`src/rtl/func_reg_pkg.sv`:
```
// Shared definitions for the function-select register bank.
//   FS_*     : 3-bit FunSel encodings applied to one register per command
//   ST_*     : sequencer state encodings (idle vs. multi-cycle byte shift)
package func_reg_pkg;

  localparam logic [2:0] FS_DEC    = 3'b000;
  localparam logic [2:0] FS_INC    = 3'b001;
  localparam logic [2:0] FS_LOAD   = 3'b010;
  localparam logic [2:0] FS_CLR    = 3'b011;
  localparam logic [2:0] FS_LD8    = 3'b100;
  localparam logic [2:0] FS_LD16   = 3'b101;
  localparam logic [2:0] FS_SHL8   = 3'b110;
  localparam logic [2:0] FS_SEXT16 = 3'b111;

  localparam logic [0:0] ST_IDLE  = 1'b0;
  localparam logic [0:0] ST_SHIFT = 1'b1;

endpackage

```
`src/rtl/func_reg_alu.sv`:
```
// Combinational next-value logic for one register of the bank.
// Ports:
//   q          current register value
//   i          data operand
//   fun_sel    function select (FS_* encodings)
//   shift_byte byte shifted into the LSB for FS_SHL8
//   q_next     value to write back
//   wrap_set   inc/dec wrapped around
//   wrap_clr   function clears the sticky wrap flag
module func_reg_alu
  import func_reg_pkg::*;
#(
  parameter int unsigned WIDTH = 32
) (
  input  logic [WIDTH-1:0] q,
  input  logic [WIDTH-1:0] i,
  input  logic [2:0]       fun_sel,
  input  logic [7:0]       shift_byte,
  output logic [WIDTH-1:0] q_next,
  output logic             wrap_set,
  output logic             wrap_clr
);

  always_comb begin
    q_next   = q;
    wrap_set = 1'b0;
    wrap_clr = 1'b0;
    case (fun_sel)
      FS_DEC: begin
        q_next   = q - WIDTH'(1);
        wrap_set = (q == '0);
      end
      FS_INC: begin
        q_next   = q + WIDTH'(1);
        wrap_set = &q;
      end
      FS_LOAD: begin
        q_next   = i;
        wrap_clr = 1'b1;
      end
      FS_CLR: begin
        q_next   = '0;
        wrap_clr = 1'b1;
      end
      FS_LD8: begin
        q_next      = '0;
        q_next[7:0] = i[7:0];
        wrap_clr    = 1'b1;
      end
      FS_LD16: begin
        q_next       = '0;
        q_next[15:0] = i[15:0];
        wrap_clr     = 1'b1;
      end
      FS_SHL8: begin
        q_next = {q[WIDTH-9:0], shift_byte};
      end
      FS_SEXT16: begin
        q_next       = {WIDTH{i[15]}};
        q_next[15:0] = i[15:0];
        wrap_clr     = 1'b1;
      end
      default: begin
        q_next = q;
      end
    endcase
  end

endmodule

```
`src/rtl/func_reg_bank.sv`:
```
// General register file of NUM_REGS function-select registers.
// Ports:
//   Clock, Reset_n         rising-edge clock, async active-low reset
//   CmdValid/CmdReady      command handshake; CmdReady low while shifting
//   CmdAddr, FunSel, I     target register, function, data operand
//   ShiftBytes             byte count for FS_SHL8 (0 acts as 1, clipped to WIDTH/8)
//   RdAddrA/B, QA/QB       two combinational read ports (0 for out-of-range)
//   ZeroVec, WrapVec       per-register zero status and sticky wrap flags
//   Done                   one-cycle pulse after the last update of a command
module func_reg_bank
  import func_reg_pkg::*;
#(
  parameter int unsigned WIDTH    = 32,
  parameter int unsigned NUM_REGS = 4,
  parameter int unsigned ADDR_W   = $clog2(NUM_REGS),
  parameter int unsigned NB_W     = $clog2(WIDTH / 8) + 1
) (
  input  logic                Clock,
  input  logic                Reset_n,
  input  logic                CmdValid,
  output logic                CmdReady,
  input  logic [ADDR_W-1:0]   CmdAddr,
  input  logic [2:0]          FunSel,
  input  logic [WIDTH-1:0]    I,
  input  logic [NB_W-1:0]     ShiftBytes,
  input  logic [ADDR_W-1:0]   RdAddrA,
  input  logic [ADDR_W-1:0]   RdAddrB,
  output logic [WIDTH-1:0]    QA,
  output logic [WIDTH-1:0]    QB,
  output logic [NUM_REGS-1:0] ZeroVec,
  output logic [NUM_REGS-1:0] WrapVec,
  output logic                Done
);

  localparam int unsigned NumBytes = WIDTH / 8;

  logic [WIDTH-1:0]    regs_q [NUM_REGS];
  logic [NUM_REGS-1:0] wrap_q;
  logic                done_q, done_d;
  logic [0:0]          state_q, state_d;
  logic [WIDTH-1:0]    lat_i_q;
  logic [ADDR_W-1:0]   lat_addr_q;
  logic [NB_W-1:0]     idx_q, last_q;

  logic                accept, in_shift, wr_en, wr_ok;
  logic [NB_W-1:0]     n_bytes;
  logic [ADDR_W-1:0]   wr_addr;
  logic [2:0]          wr_op;
  logic [WIDTH-1:0]    shifted, cur_q, alu_q;
  logic [7:0]          sh_byte;
  logic                wrap_set, wrap_clr;

  assign in_shift = (state_q == ST_SHIFT);
  assign CmdReady = (state_q == ST_IDLE);
  assign accept   = CmdValid && CmdReady;

  always_comb begin
    if (ShiftBytes == '0) begin
      n_bytes = NB_W'(1);
    end else if (32'(ShiftBytes) > NumBytes) begin
      n_bytes = NB_W'(NumBytes);
    end else begin
      n_bytes = ShiftBytes;
    end
  end

  // During SHIFT the write path replays the latched command one byte at a time.
  assign wr_addr = in_shift ? lat_addr_q : CmdAddr;
  assign wr_op   = in_shift ? FS_SHL8 : FunSel;
  assign shifted = lat_i_q >> {idx_q, 3'b000};
  assign sh_byte = in_shift ? shifted[7:0] : I[7:0];
  assign wr_en   = accept || in_shift;
  assign wr_ok   = 32'(wr_addr) < NUM_REGS;
  assign cur_q   = wr_ok ? regs_q[wr_addr] : '0;

  func_reg_alu #(
    .WIDTH (WIDTH)
  ) u_alu (
    .q          (cur_q),
    .i          (I),
    .fun_sel    (wr_op),
    .shift_byte (sh_byte),
    .q_next     (alu_q),
    .wrap_set   (wrap_set),
    .wrap_clr   (wrap_clr)
  );

  always_comb begin
    state_d = state_q;
    done_d  = 1'b0;
    if (accept) begin
      if (FunSel == FS_SHL8 && n_bytes > NB_W'(1)) begin
        state_d = ST_SHIFT;
      end else begin
        done_d = 1'b1;
      end
    end else if (in_shift && idx_q == last_q) begin
      state_d = ST_IDLE;
      done_d  = 1'b1;
    end
  end

  always_ff @(posedge Clock or negedge Reset_n) begin
    if (!Reset_n) begin
      state_q    <= ST_IDLE;
      done_q     <= 1'b0;
      lat_i_q    <= '0;
      lat_addr_q <= '0;
      idx_q      <= '0;
      last_q     <= '0;
    end else begin
      state_q <= state_d;
      done_q  <= done_d;
      if (accept) begin
        lat_i_q    <= I;
        lat_addr_q <= CmdAddr;
        idx_q      <= NB_W'(1);
        last_q     <= n_bytes - NB_W'(1);
      end else if (in_shift) begin
        idx_q <= idx_q + NB_W'(1);
      end
    end
  end

  always_ff @(posedge Clock or negedge Reset_n) begin
    if (!Reset_n) begin
      for (int r = 0; r < NUM_REGS; r++) begin
        regs_q[r] <= '0;
      end
      wrap_q <= '0;
    end else if (wr_en && wr_ok) begin
      regs_q[wr_addr] <= alu_q;
      if (wrap_set) begin
        wrap_q[wr_addr] <= 1'b1;
      end else if (wrap_clr) begin
        wrap_q[wr_addr] <= 1'b0;
      end
    end
  end

  assign QA      = (32'(RdAddrA) < NUM_REGS) ? regs_q[RdAddrA] : '0;
  assign QB      = (32'(RdAddrB) < NUM_REGS) ? regs_q[RdAddrB] : '0;
  assign WrapVec = wrap_q;
  assign Done    = done_q;

  always_comb begin
    ZeroVec = '0;
    for (int r = 0; r < NUM_REGS; r++) begin
      ZeroVec[r] = (regs_q[r] == '0);
    end
  end

endmodule
```
`config.mk`:
```
export PLATFORM = sky130hd
export DESIGN_NAME = func_reg_bank
export DESIGN_NICKNAME = d
export VERILOG_FILES = /design/src/rtl/func_reg_pkg.sv /design/src/rtl/func_reg_alu.sv /design/src/rtl/func_reg_bank.sv
export SDC_FILE = /design/constraint.sdc
export NUM_CORES = 1
export LEC_CHECK = 0
export BUFFER_PORTS_ARGS = -buffer_cell sky130_fd_sc_hd__buf_2
export CAP_MARGIN = 20
export CORE_MARGIN = 4
export CORE_UTILIZATION = 25
export DETAILED_ROUTE_END_ITERATION = 6
export GPL_TIMING_DRIVEN = 0
export PLACE_DENSITY = 0.39
export SETUP_SLACK_MARGIN = 0.02
export SLEW_MARGIN = 5
export SYNTH_ARGS = -nofsm -noshare
export SYNTH_HDL_FRONTEND = slang
export SYNTH_SLANG_ARGS = --single-unit
```
`constraint.sdc`:
```
create_clock -name Clock -period 6.03 [get_ports Clock]
set_input_delay 1.809 -clock Clock [delete_from_list [all_inputs] [get_ports Clock]]
set_output_delay 1.809 -clock Clock [all_outputs]
set_load 0.05 [all_outputs]
```
# After elaboration in Yosys (flattened, before gate mapping)
# Index checks and enable logic that the tools add are counted.
[totals]
elab_cells = 93
in_bits = 47
register_bits = 174
out_inout_bits = 74
[op_classes]
reduce_logical = 20
add_sub_neg = 4
bitwise_logic = 7
n_lt_le_gt_ge = 8
n_eq_ne = 10
mux = 32
n_shift = 1
[ops]
columns = ["op", "n"]
rows = [
  ["$pmux 32 s8", 1],
  ["$mux 32", 7],
  ["$bmux 32 s2", 3],
  ["$logic_not 32->1", 5],
  ["$bwmux 128", 1],
  ["$demux 32 s2", 1],
  ["$add 32x1->32 const B", 1],
  ["$reduce_and 32->1", 1],
  ["$shr 32x6->8", 1],
  ["$sub 32x1->32 const B", 1],
  ["$eq 3x3->1 const B", 5],
  ["$mux 3", 5],
  ["$ge 3x3->1 const B", 3],
  ["$not 2->3", 3],
  ["$mux 1", 8],
  ["$mux 4", 2],
  ["$mux 8", 1],
  ["$eq 3x2->1 const B", 2],
  ["$logic_not 3->1", 2],
  ["$reduce_bool 2->1", 3],
  ["$logic_and 1x1->1", 5],
  ["$reduce_or 5->1", 1],
  ["$and 4x4->4", 1],
  ["$not 4->4", 1],
  ["other kinds (17)", 18],
]

# Longest topological paths before layout
[logic_depth]
ltp_word = 9
depth_mapped = 22
ltp_nobuf = 16

# Hierarchy
# A second synthesis with hierarchy kept.
[unflattened]
cells_unflattened = 1075
hier_area_um2 = 12358.1
[modules_own_cells]
columns = ["mod", "cells_per_inst", "n_inst", "seq_area_each_um2", "area_per_inst_um2"]
rows = [
  ["func_reg_bank", 674, 1, 4354.2, 9572.9],
  ["func_reg_alu", 401, 1, 0.0, 2785.2],
]

# Worst setup path after synthesis
# Ideal clock, no wire load.
[synth_timing]
path_type = "input-to-reg"
start = "input FunSel[2]"
end = "register regs_q[29] in the netlist's numbering"
n_path_buf = 6
slack_ps = 175
setup_ps = 77
t_arrival_ps = 5777
required_ps = 5953
cell_stages = 20
path_cell_list = "nor3_2 > and2_0 > clkbuf_1 > inv_2 > buf_1 > clkbuf_1 > clkbuf_1 > buf_2 > ha_1 > clkbuf_1 > a21o_1 > a21oi_1 > nor2b_1 > nor2_1 > or4b_2 > o21ai_0 > a21oi_1 > o311ai_0 > nor2_1 > a21oi_1"
[synth_via]
elab_chain_cells = 4
elab_cells_between_ends = 11
cone_classes = "eq/ne: 7; mux: 3; reduce/logical: 1"
[synth_rtl]
columns = ["item", "line_no", "source"]
rows = [
  ["start: declaration", "func_reg_bank.sv:23", "input logic [2:0] FunSel,"],
  ["$mux 3 *", "func_reg_bank.sv:69", "assign wr_op = in_shift ? FS_SHL8 : FunSel;"],
  ["$eq 3x3->1 (tied with other cells)", "func_reg_alu.sv:28", "case (fun_sel)"],
  ["$pmux 32 s8 *", "func_reg_alu.sv:28", ""],
  ["$bwmux 128 *", "func_reg_bank.sv:132", "regs_q[wr_addr] <= alu_q;"],
  ["end signal: indexed assignment", "func_reg_bank.sv:132", ""],
  ["end: declaration", "func_reg_bank.sv:37", "logic [WIDTH-1:0] regs_q [NUM_REGS];"],
]
# Mark *: on every way between the ends. The rest lies on a longest branch, timed or not.
# A chain may end at the register's enable or synchronous reset.

# Worst setup path after layout
[layout_timing]
start = "input RdAddrA[0]"
end = "output QA[12]"
[layout_via]
elab_chain_cells = 4
[layout_rtl]
columns = ["item", "line_no", "source"]
rows = [
  ["start: declaration", "func_reg_bank.sv:26", "input logic [ADDR_W-1:0] RdAddrA,"],
  ["$not 2->3 (not written as such)", "func_reg_bank.sv:141", "assign QA = (32'(RdAddrA) < NUM_REGS) ? regs_q[RdAddrA] : '0;"],
  ["$bmux 32 s2", "func_reg_bank.sv:141", ""],
  ["$mux 32 (not written as such) (2 in a row)", "func_reg_bank.sv:141", ""],
  ["end: declaration", "func_reg_bank.sv:28", "output logic [WIDTH-1:0] QA,"],
]
# No other way between the ends. The select of a mux whose other input is x is not followed.

==> out/metrics.cfg <==
[run_status]
status = completed

[placed_design]
dpl_cell_area_sq_um = 14000
place_hpwl_mm = 45.8
pre_cts_slack_ns = -1.89
routabilityCongestion = 0.910
portBuffers = 116

[synthesis]
yosys_most_used_dff = dfrtp_1
synthCells = 1282
netlist_top_cells_count = 237 x nand2_1, 174 x dfrtp_1, 115 x o21ai_0
synth_edf_count = 0
synth_top_area_share_pct = 34.9
synth_cell_types = 86
synth-seq-area-share_pct = 34.9
synthTopCellsByArea = dfrtp_1 35%, mux4_2 16%, nand2_1 7.1%
ys_async_sr_fraction_pct = 100
synth_area_leader_cell = dfrtp_1
netlist_area_sq_um = 12500
yosysMostFrequentCell = nand2_1
synth_nets = 1343
yosys_warnings = 0
synth.ff_latch_count = 174
postSynthAreaPerCell_sq_um = 9.74

[global_routing]
antenna_found_initial = 1
grt_pass1_vias = 11700
grt_pass1_wl_mm = 85.6
overflow = 0
grt_util_all_layers_pct = 22.0
grt_max_degree = 61

[route]
ant_nets = 0
routed_wl_mm = 59.1
dr.pass1.iters = 7
drt_drc_violations_left = 0
wire_per_inst_microns = 28.1
drt_iter0_markers = 1218
vias = 11900
via_per_inst = 5.67

[cells_and_area]
postLayoutCoreUtil_pct = 30.0
fill_cells = 5205
nets = 1487
seqCellArea_sq_um = 4350
final_area_sq_um = 14700
syn_to_final_growth_pct = 17.9
drive_above_1_share_pct = 25.4
multiInputGateArea_sq_um = 7730

[clocking]
cts_tree = yes
clock_sinks = 174
htree_levels = 4
cts_hold_buffers = 0
clk_latency_ns = 0.47
clk_pin_slew_ns = 0.07
cts-root-buf = clkbuf_16
cts_buffer_depth = 2
cts_buffers = 17

[critical_path]
cp_slowest_stage_delay_ns = 0.64
required_ns = 4.22
crit_top_cell = clkbuf_1
startpoint_type = input pin
crit_fanout = 10
cp_data_arrival_time_ns = 4.13
crit_chain = clkbuf_1 > clkbuf_2 > clkbuf_1 > mux4_2 > buf_2
crit_type = input pin to output port
critPathSlowestCell = clkbuf_1
cp-end-kind = output port

[die]
io_pins = 121
coreArea_sq_um = 49200
rows = 81
die_area_sq_um = 53600
initial_core_util_pct = 25.4
dieHeight_microns = 232
die_x_microns = 232

[worst_hold_path]
min_path_type = flip-flop to flip-flop

[power]
p_per_area_nw_per_um2 = 680
leakagePower_nw = 5.99
power.total_mw = 10.0
peakVddDrop_v = 0.000252

[sta]
tns_ns = 0
final-setup-viol-count = 0
clock_skew_ns = 0.0173
max-slew-margin-rel_pct = 28.7
post-route-min-period_ns = 5.94
hold_violations = 0
rsz0062_at_grt = no
worst_pin_slew_ns = 1.07
period_share_pct = 98.4
setup_slack_ns = 0.0946
finalMaxSlewViolations = 0
fmax_ghz = 0.168

[flow_run]
cap_violations = 0

==> path summary, 6_finish.rpt <==
kind | from | to | slack [ns] | cells after the start
max | RdAddrA[0] | QA[12] | 0.09 | 5
min | lat_i_q[8] | lat_i_q[8] | 0.51 | 1
max reg2reg | in_shift | regs_q[95] | 1.10 | 21
min reg2reg | lat_i_q[8] | lat_i_q[8] | 0.51 | 1
max in group asynchronous | Reset_n | lat_i_q[14] | 3.78 | 3
min in group asynchronous | Reset_n | regs_q[105] | 1.25 | 1
==> power by group <==
| group | internal (mW) | switching (mW) |
|---|---|---|
| sequential | 1.62 | 0.676 |
| clock | 0.629 | 0.547 |
| combinational | 2.28 | 4.26 |
| total | 4.53 | 5.49 |
==> kinds of logic after synthesis <==
kind of cell             count (synthesis)  synth area share (%)
AO/OA/AOI/OAI                          334                  17.9
XOR/XNOR                                55                  3.86
adder cells (fa/ha/maj)                 15                  1.48
buffers and inverters                  111                  3.67
flip-flops                             174                  34.9
multiplexers                           155                  22.3
AND/OR/NAND/NOR                        438                  15.9
==> cells in the final DEF (no fill, tap or decap), types with 15 or more instances in the layout <==
master and count:
buf_2 123, a221oi_1 18, nor4_1 37, o21bai_1 22
a21oi_1 44, mux4_2 90, o21ai_0 113, dfrtp_1 174
mux2_2 50, nand4_1 23, xnor2_1 44, nand3_1 21
o21ai_1 15, nor2_1 66, clkbuf_16 17, nand2_1 237
clkbuf_1 54
==> layout make-up <==
cell class | count | share of cell area (%)
Inverter | 16 | 0.408
Timing Repair Buffer | 126 | 4.87
Clock inverter | 14 | 1.07
Sequential cell | 174 | 29.6
Antenna cell | 2 | 0.0340
Multi-Input combinational cell | 997 | 52.5
Tap cell | 664 | 5.64
Clock buffer | 18 | 2.98
Buffer | 94 | 2.95
==> metrics by stage <==
stage,instances,hold WS (ns)
after floorplan,1282,0.470
after global placement,2062,0.483
after detailed placement,2064,0.490
after CTS,2098,0.506
after global routing,2103,0.526
final,2105,0.507
==> repair_timing <==
| item | 4_1_cts | 5_1_grt |
|---|---|---|
| buffers inserted | 2 | 4 |
| resized for setup | 28 | 14 |
| endpoints found under the setup margin | 152 | 55 |
| pin swaps | 2 | 2 |
==> critical path: cells and delay by family <==
family	cells	cell delay (ns)
buf+inv	4	1.86
mux	1	0.45
==> routing by layer <==
layer | GRT usage, % | share of wire, % | up-vias
met5 | 0 | 0.012 | -
met4 | 8.70 | 4.1 | 2
met3 | 3.97 | 6.5 | 109
met2 | 34.7 | 46 | 541
met1 | 29.9 | 43 | 6129
li1 | - | - | 5150
==> state kept, by name, indices dropped and copies added (netlist names), named ones only <==
| signal | flops |
|---|---|
| Done | 1 |
| idx_q | 3 |
| in_shift | 1 |
| last_q | 3 |
| lat_addr_q | 2 |
| lat_i_q | 32 |
| regs_q | 128 |
Power figures use the tool's default switching activity.
